===== config.mk =====
export PLATFORM = sky130hd
export DESIGN_NAME = ps2_scan_ctrl
export DESIGN_NICKNAME = d
export VERILOG_FILES = /design/src/rtl/ps2_scan_ctrl.sv
export SDC_FILE = /design/constraint.sdc
export NUM_CORES = 1
export LEC_CHECK = 0
export ABC_AREA = 1
export ABC_CLOCK_PERIOD_IN_PS = 1950
export CORE_MARGIN = 2
export CORE_UTILIZATION = 50
export DETAILED_ROUTE_END_ITERATION = 7
export PLACE_DENSITY_LB_ADDON = 0.3
export SYNTH_ARGS = -nofsm -noshare
export SYNTH_HDL_FRONTEND = slang
export SYNTH_SLANG_ARGS = --single-unit

===== constraint.sdc =====
create_clock -name clk -period 1.95 [get_ports clk]
set_input_delay 0.195 -clock clk [delete_from_list [all_inputs] [get_ports clk]]
set_output_delay 0.195 -clock clk [all_outputs]
set_load 0.005 [all_outputs]

===== src/rtl/ps2_scan_ctrl.sv =====
`timescale 1ns/1ps
// PS/2 keyboard receive controller: pin synchronisation, 11-bit framing with error checks,
// E0/F0 prefix folding, shift tracking and a show-ahead event FIFO with valid/ready.
module ps2_scan_ctrl #(
    parameter int TIMEOUT_CYC = 5000,
    parameter int FIFO_DEPTH  = 4,
    parameter int ERR_W       = 8
) (
    input  logic             clk,
    input  logic             rst_n,
    input  logic             key_clk,
    input  logic             key_data,
    output logic             evt_valid,
    input  logic             evt_ready,
    output logic [7:0]       evt_code,
    output logic             evt_break,
    output logic             evt_ext,
    output logic             shift_held,
    output logic             overflow,
    input  logic             ovf_clr,
    output logic [ERR_W-1:0] err_count,
    output logic             busy
);
    localparam int AW = (FIFO_DEPTH > 1) ? $clog2(FIFO_DEPTH) : 1;
    localparam int TW = $clog2(TIMEOUT_CYC + 1);

    localparam logic [1:0] S_IDLE   = 2'd0;
    localparam logic [1:0] S_DATA   = 2'd1;
    localparam logic [1:0] S_PARITY = 2'd2;
    localparam logic [1:0] S_STOP   = 2'd3;

    logic             r_kc_s1, r_kc_s2, r_kc_prev, r_kd_s1, r_kd_s2;
    logic [1:0]       r_state, w_state_nxt;
    logic [2:0]       r_bitcnt;
    logic [7:0]       r_shift;
    logic             r_parity;
    logic [TW-1:0]    r_tcnt;
    logic [ERR_W-1:0] r_err;
    logic             r_strobe, r_busy;
    logic             r_ext_pend, r_brk_pend, r_shift_held, r_ovf;
    logic [9:0]       r_mem [FIFO_DEPTH];
    logic [AW-1:0]    r_wr, r_rd;
    logic [AW:0]      r_cnt;

    logic w_fall, w_frame_done, w_frame_good, w_timeout, w_err_evt;
    logic w_is_e0, w_is_f0, w_push, w_pop, w_full, w_wr_en, w_valid;
    logic [9:0] w_head;

    always_ff @(posedge clk or negedge rst_n) begin
        if (!rst_n) begin
            r_kc_s1   <= 1'b1;
            r_kc_s2   <= 1'b1;
            r_kc_prev <= 1'b1;
            r_kd_s1   <= 1'b1;
            r_kd_s2   <= 1'b1;
        end else begin
            r_kc_s1   <= key_clk;
            r_kc_s2   <= r_kc_s1;
            r_kc_prev <= r_kc_s2;
            r_kd_s1   <= key_data;
            r_kd_s2   <= r_kd_s1;
        end
    end

    assign w_fall = r_kc_prev && !r_kc_s2;

    // Falls take priority over the timeout so a bit arriving on the last cycle still counts
    always_comb begin
        w_state_nxt  = r_state;
        w_frame_done = 1'b0;
        w_frame_good = 1'b0;
        w_timeout    = 1'b0;
        if (w_fall) begin
            case (r_state)
                S_IDLE:   if (!r_kd_s2) w_state_nxt = S_DATA;
                S_DATA:   if (r_bitcnt == 3'd7) w_state_nxt = S_PARITY;
                S_PARITY: w_state_nxt = S_STOP;
                S_STOP: begin
                    w_frame_done = 1'b1;
                    w_frame_good = r_kd_s2 && (^{r_shift, r_parity});
                    w_state_nxt  = S_IDLE;
                end
                default:  w_state_nxt = S_IDLE;
            endcase
        end else if (r_state != S_IDLE && r_tcnt == TW'(TIMEOUT_CYC - 1)) begin
            w_timeout   = 1'b1;
            w_state_nxt = S_IDLE;
        end
    end

    assign w_err_evt = (w_frame_done && !w_frame_good) || w_timeout;

    always_ff @(posedge clk or negedge rst_n) begin
        if (!rst_n) begin
            r_state  <= S_IDLE;
            r_busy   <= 1'b0;
            r_bitcnt <= 3'd0;
            r_tcnt   <= '0;
            r_err    <= '0;
            r_strobe <= 1'b0;
        end else begin
            r_state  <= w_state_nxt;
            r_busy   <= (w_state_nxt != S_IDLE);
            r_strobe <= w_frame_done && w_frame_good;
            if (w_fall && r_state == S_IDLE)
                r_bitcnt <= 3'd0;
            else if (w_fall && r_state == S_DATA)
                r_bitcnt <= r_bitcnt + 3'd1;
            if (r_state == S_IDLE || w_fall || w_timeout)
                r_tcnt <= '0;
            else
                r_tcnt <= r_tcnt + TW'(1);
            if (w_err_evt && r_err != {ERR_W{1'b1}})
                r_err <= r_err + ERR_W'(1);
        end
    end

    always_ff @(posedge clk) begin
        if (w_fall && r_state == S_DATA)
            r_shift <= {r_kd_s2, r_shift[7:1]};
        if (w_fall && r_state == S_PARITY)
            r_parity <= r_kd_s2;
    end

    // Decode runs the cycle after the stop bit; r_shift is stable because the FSM is back in IDLE
    assign w_is_e0 = (r_shift == 8'hE0);
    assign w_is_f0 = (r_shift == 8'hF0);
    assign w_push  = r_strobe && !w_is_e0 && !w_is_f0;
    assign w_valid = (r_cnt != '0);
    assign w_pop   = w_valid && evt_ready;
    assign w_full  = (r_cnt == (AW+1)'(FIFO_DEPTH));
    assign w_wr_en = w_push && (!w_full || w_pop);

    always_ff @(posedge clk or negedge rst_n) begin
        if (!rst_n) begin
            r_ext_pend   <= 1'b0;
            r_brk_pend   <= 1'b0;
            r_shift_held <= 1'b0;
            r_ovf        <= 1'b0;
            r_wr         <= '0;
            r_rd         <= '0;
            r_cnt        <= '0;
        end else begin
            if (r_strobe) begin
                if (w_is_e0) begin
                    r_ext_pend <= 1'b1;
                end else if (w_is_f0) begin
                    r_brk_pend <= 1'b1;
                end else begin
                    r_ext_pend <= 1'b0;
                    r_brk_pend <= 1'b0;
                end
            end
            if (w_push && (r_shift == 8'h12 || r_shift == 8'h59) && !r_ext_pend)
                r_shift_held <= !r_brk_pend;
            if (w_push && w_full && !w_pop)
                r_ovf <= 1'b1;
            else if (ovf_clr)
                r_ovf <= 1'b0;
            if (w_wr_en)
                r_wr <= r_wr + AW'(1);
            if (w_pop)
                r_rd <= r_rd + AW'(1);
            case ({w_wr_en, w_pop})
                2'b10:   r_cnt <= r_cnt + (AW+1)'(1);
                2'b01:   r_cnt <= r_cnt - (AW+1)'(1);
                default: r_cnt <= r_cnt;
            endcase
        end
    end

    always_ff @(posedge clk) begin
        if (w_wr_en)
            r_mem[r_wr] <= {r_brk_pend, r_ext_pend, r_shift};
    end

    // Storage is not reset, so the head is masked while the FIFO is empty
    assign w_head     = r_mem[r_rd] & {10{w_valid}};
    assign evt_valid  = w_valid;
    assign evt_code   = w_head[7:0];
    assign evt_ext    = w_head[8];
    assign evt_break  = w_head[9];
    assign shift_held = r_shift_held;
    assign overflow   = r_ovf;
    assign err_count  = r_err;
    assign busy       = r_busy;
endmodule


==> qor.tcl <==
set qor(antenna_found_initial) 0
set qor(final_layout_size_suffix_gt1_share_pct) 15.94
set qor(cts_buffers) 9
set qor(routabilityCongestion) 0.7818
set qor(maxCapViolCount) 0
set qor(ctsHtreeMaxLevel) 3
set qor(critical_path.max_fanout) 5
set qor(timing.final.crit_share_pct) 96.67
set qor(placement.setup.worst_slack_ns) 0.09143
set qor(synth_simple_gate_area_share_pct) 21.23
set qor(final.setup_skew_ns) 0.007467
set qor(power_leakage_nw) 2.218
set qor(netSwitchingFraction_pct) 30.48
set qor(synthArstFlopShare_pct) 47.31
set qor(p_switching_mw) 1.532
set qor(clock.fmax_mhz) 530.5
set qor(synth-seq-area-share_pct) 61.45
set qor(floorplan.die_area_um2) 9142
set qor(internal-power_mw) 3.494
set qor(via_per_inst) 5.041
set qor(timing.setup.critical_path_class) {reg2out}
set qor(worst_path_largest_cell_delay_ns) 0.41
set qor(yosys_warn_count) 0
set qor(globalRoute.totalOverflow) 0
set qor(worst-endpoint-arrival_ns) 1.69
set qor(fin_tns_setup_ns) 0
set qor(share_clk_of_total_power_pct) 25.2
set qor(numPortBuffers) 27
set qor(seqPwrFrac_pct) 45.0
set qor(status) {complete, no violations}
set qor(yosys.area_share.xor_xnor_pct) 2.087
set qor(global_route.usage.total_pct) 18.78
set qor(min-delay-path-class) {in2reg}
set qor(maximum_number_of_pins_on_one_net_before_global_route_repair) 25
set qor(place_hpwl_um) 5318
set qor(num-fill-cells) 647
set qor(final_hold_vio_count) 0
set qor(synthMuxAreaShare_pct) 0
set qor(setup-violations-final) 0
set qor(critical_path.cell_chain) {nor2_2, nand2_2, clkinvlp_4, buf_4, buf_4, a21oi_1, dlygate4sd2_1}
set qor(synth_seq_cells) 93
set qor(syn2layout_area_growth_pct) 21.11
set qor(synth-compound-area-share_pct) 6.440
set qor(layout.nets) 512
set qor(syn-cell-area_um2) 4197
set qor(combPwrFrac_pct) 29.9
set qor(grt_first_pass_wirelength_um) 13210
set qor(timing.critical_path.to_type) {primary output}
set qor(die_h_um) 95.62
set qor(syn_area_per_cell_um2) 9.714
set qor(cts.reportedPaths.clkPinSlew_ns) 0.09
set qor(fin_ws_ns) 0.06494
set qor(path_common_cell) {sky130_fd_sc_hd__buf_4}
set qor(worst_pin_slew_ns) 0.5070
set qor(worst_skew_pair.late_latency_ns) 0.36
set qor(adder_and_majority_gate_portion_of_the_synthesized_area_pct) 2.862
set qor(worst-endpoint-required_ns) 1.75
set qor(number_of_inserted_diodes) 0
set qor(worst_path_max_delay_cell) {sky130_fd_sc_hd__dfrtp_1}
set qor(synth_top_family_by_area) {simple AND/OR/NAND/NOR gates}
set qor(clock_sink_total) 93
set qor(setup.worst_path.start_class) {flip-flop}
set qor(synthFlopType) {sky130_fd_sc_hd__edfxtp_1}
set qor(rsz_0062_raised_after_global_routing) {true}
set qor(remaining_drc_errors) 0
set qor(drt_wl_total_um) 7878
set qor(1st_iter_drt_viols) 159
set qor(peakVddDrop_uv) 495.8
set qor(initial_utilization_pct) 51.33
set qor(cts.path.max_buffers) 2
set qor(sequential_cell_area_um2) 2580
set qor(total_number_of_placement_rows) 33
set qor(syn-num-nets) 447
set qor(design.core.area_um2) 8175
set qor(tritoncts_clock_tree) {done}
set qor(p_per_area_nw_per_um2) 988.9
set qor(synth.distinct_cells) 32
set qor(postSynthCellCount) 432
set qor(post-route-min-period_ns) 1.885
set qor(routed_len_inst_um) 12.98
set qor(first_global_vias) 2933
set qor(routed_antenna_nets) 0
set qor(multi_input_comb_area_um2) 1399
set qor(timing.slew.headroom_pct) 66.20
set qor(detailedRoute.firstPassIterationCount) 4
set qor(synth_edf_count) 49
set qor(cts_root_buf) {sky130_fd_sc_hd__clkbuf_8}
set qor(chipWidth_um) 95.62
set qor(routed-via-count) 3060
set qor(final_max_slew_viol_count) 0
set qor(num_io_pins) 28
## sequential cells by signal (all words and copies together) (netlist names), 2 cells and up
| name | cells |
|---|---|
| r_bitcnt | 3 |
| r_shift | 8 |
| r_tcnt | 13 |
| r_mem | 40 |
| r_state | 2 |
| r_wr | 2 |
| r_rd | 2 |
| r_cnt | 3 |
| err_count | 8 |
## cells by family (layout without fill, tap and decap cells)
family	count (synthesis)	in the layout
adder cells (fa/ha/maj)	9	9
flip-flops	93	93
AO/OA/AOI/OAI	51	51
XOR/XNOR	10	10
buffers and inverters	66	136
AND/OR/NAND/NOR	203	203
## layout by cell type, fill, tap and decap left out, types with 8 or more instances in the layout
| cell type | instances |
|---|---|
| sky130_fd_sc_hd__nor2_1 | 71 |
| sky130_fd_sc_hd__buf_4 | 29 |
| sky130_fd_sc_hd__nand3_1 | 25 |
| sky130_fd_sc_hd__clkdlybuf4s50_1 | 16 |
| sky130_fd_sc_hd__o21ai_0 | 26 |
| sky130_fd_sc_hd__xor2_1 | 8 |
| sky130_fd_sc_hd__dfrtp_1 | 38 |
| sky130_fd_sc_hd__clkbuf_8 | 9 |
| sky130_fd_sc_hd__edfxtp_1 | 49 |
| sky130_fd_sc_hd__ha_1 | 8 |
| sky130_fd_sc_hd__dlygate4sd2_1 | 8 |
| sky130_fd_sc_hd__nand2_1 | 71 |
| sky130_fd_sc_hd__a21oi_1 | 18 |
| sky130_fd_sc_hd__inv_1 | 51 |
## timing repair
item                       CTS  global route
setup endpoints to repair   10            12
hold buffers                 1             0
resized for setup           16            13
setup buffers               10             3
pin swaps                    0             1
gates cloned                 2             0
hold endpoints to repair    17             0
## critical path: cells and delay by family (launching register included)
kind	cells	cell delay (ns)
buffers and inverters	4	0.65
flip-flops	1	0.41
AND/OR/NAND/NOR	2	0.27
AO/OA/AOI/OAI	1	0.03
## power groups by stage
stage | Sequential (mW) | Combinational [mW] | Clock, mW
floorplan | 2.28 | 0.743 | 0
global placement | 2.29 | 1.28 | 0
detailed placement | 2.29 | 1.32 | 0
CTS | 2.26 | 1.46 | 1.29
global route | 2.27 | 1.69 | 1.38
finish | 2.26 | 1.50 | 1.26
## layer usage
metal | GRT usage (%) | share of wire, % | vias up
li1 | - | - | 1550
met1 | 24.08 | 45 | 1449
met2 | 31.88 | 50 | 54
met3 | 3.874 | 3.3 | 7
met4 | 6.310 | 0.91 | 0
met5 | 0 | 0 | -
## per-stage QoR
| stage | hold WS, ns | cells | instance area, µm² | power (mW) | utilization, % |
|---|---|---|---|---|---|
| global placement | 0.1854 | 575 | 4705 | 3.567 | 57.55 |
| CTS | 0.2354 | 604 | 5021 | 5.007 | 61.42 |
| global route | 0.2406 | 607 | 5082 | 5.341 | 62.17 |
| floorplan | -0.1006 | 432 | 4197 | 3.027 | - |
| finish | 0.2440 | 607 | 5082 | 5.026 | 62.17 |
| detailed placement | 0.1921 | 575 | 4705 | 3.608 | 57.55 |
## Yosys cell counts (all sizes together), types with 2 or more instances
| cell | count | share of area, % |
|---|---|---|
| a21oi | 18 | 2.1 |
| buf | 2 | 0.21 |
| clkbuf | 6 | 0.54 |
| dfrtp | 39 | 23 |
| dfstp | 5 | 3.1 |
| edfxtp | 49 | 35 |
| ha | 8 | 2.4 |
| inv | 58 | 5.2 |
| nand2 | 79 | 7.6 |
| nand3 | 27 | 3.5 |
| nand4 | 7 | 1.0 |
| nor2 | 74 | 6.6 |
| nor3 | 10 | 1.6 |
| nor3b | 2 | 0.36 |
| nor4 | 3 | 0.45 |
| o21ai | 28 | 3.3 |
| xnor2 | 2 | 0.42 |
| xor2 | 8 | 1.7 |
## final cells by class
cell class,instances,area share [%]
inverters,58,4.431
clock buffers,9,2.437
flip-flops and latches,93,50.76
clock inverters,7,1.452
well taps,105,2.585
repair buffers,60,10.51
multi-input cells,273,27.52
repair inverters,2,0.2954
## final timing paths
kind,depth (start not counted),to,start,slack [ns]
worst max-delay path,7,evt_code[6],r_cnt[0],0.06
worst min-delay path,1,r_kc_s1,key_clk,0.24
worst max register to register,9,r_mem[2][3],r_shift[5],0.15
worst min register to register,0,r_kc_s2,r_kc_s1,0.36
max in group asynchronous,3,r_rd[0],rst_n,1.04
min in group asynchronous,2,r_state[1],rst_n,0.34
(Power assumes the default switching activity.)
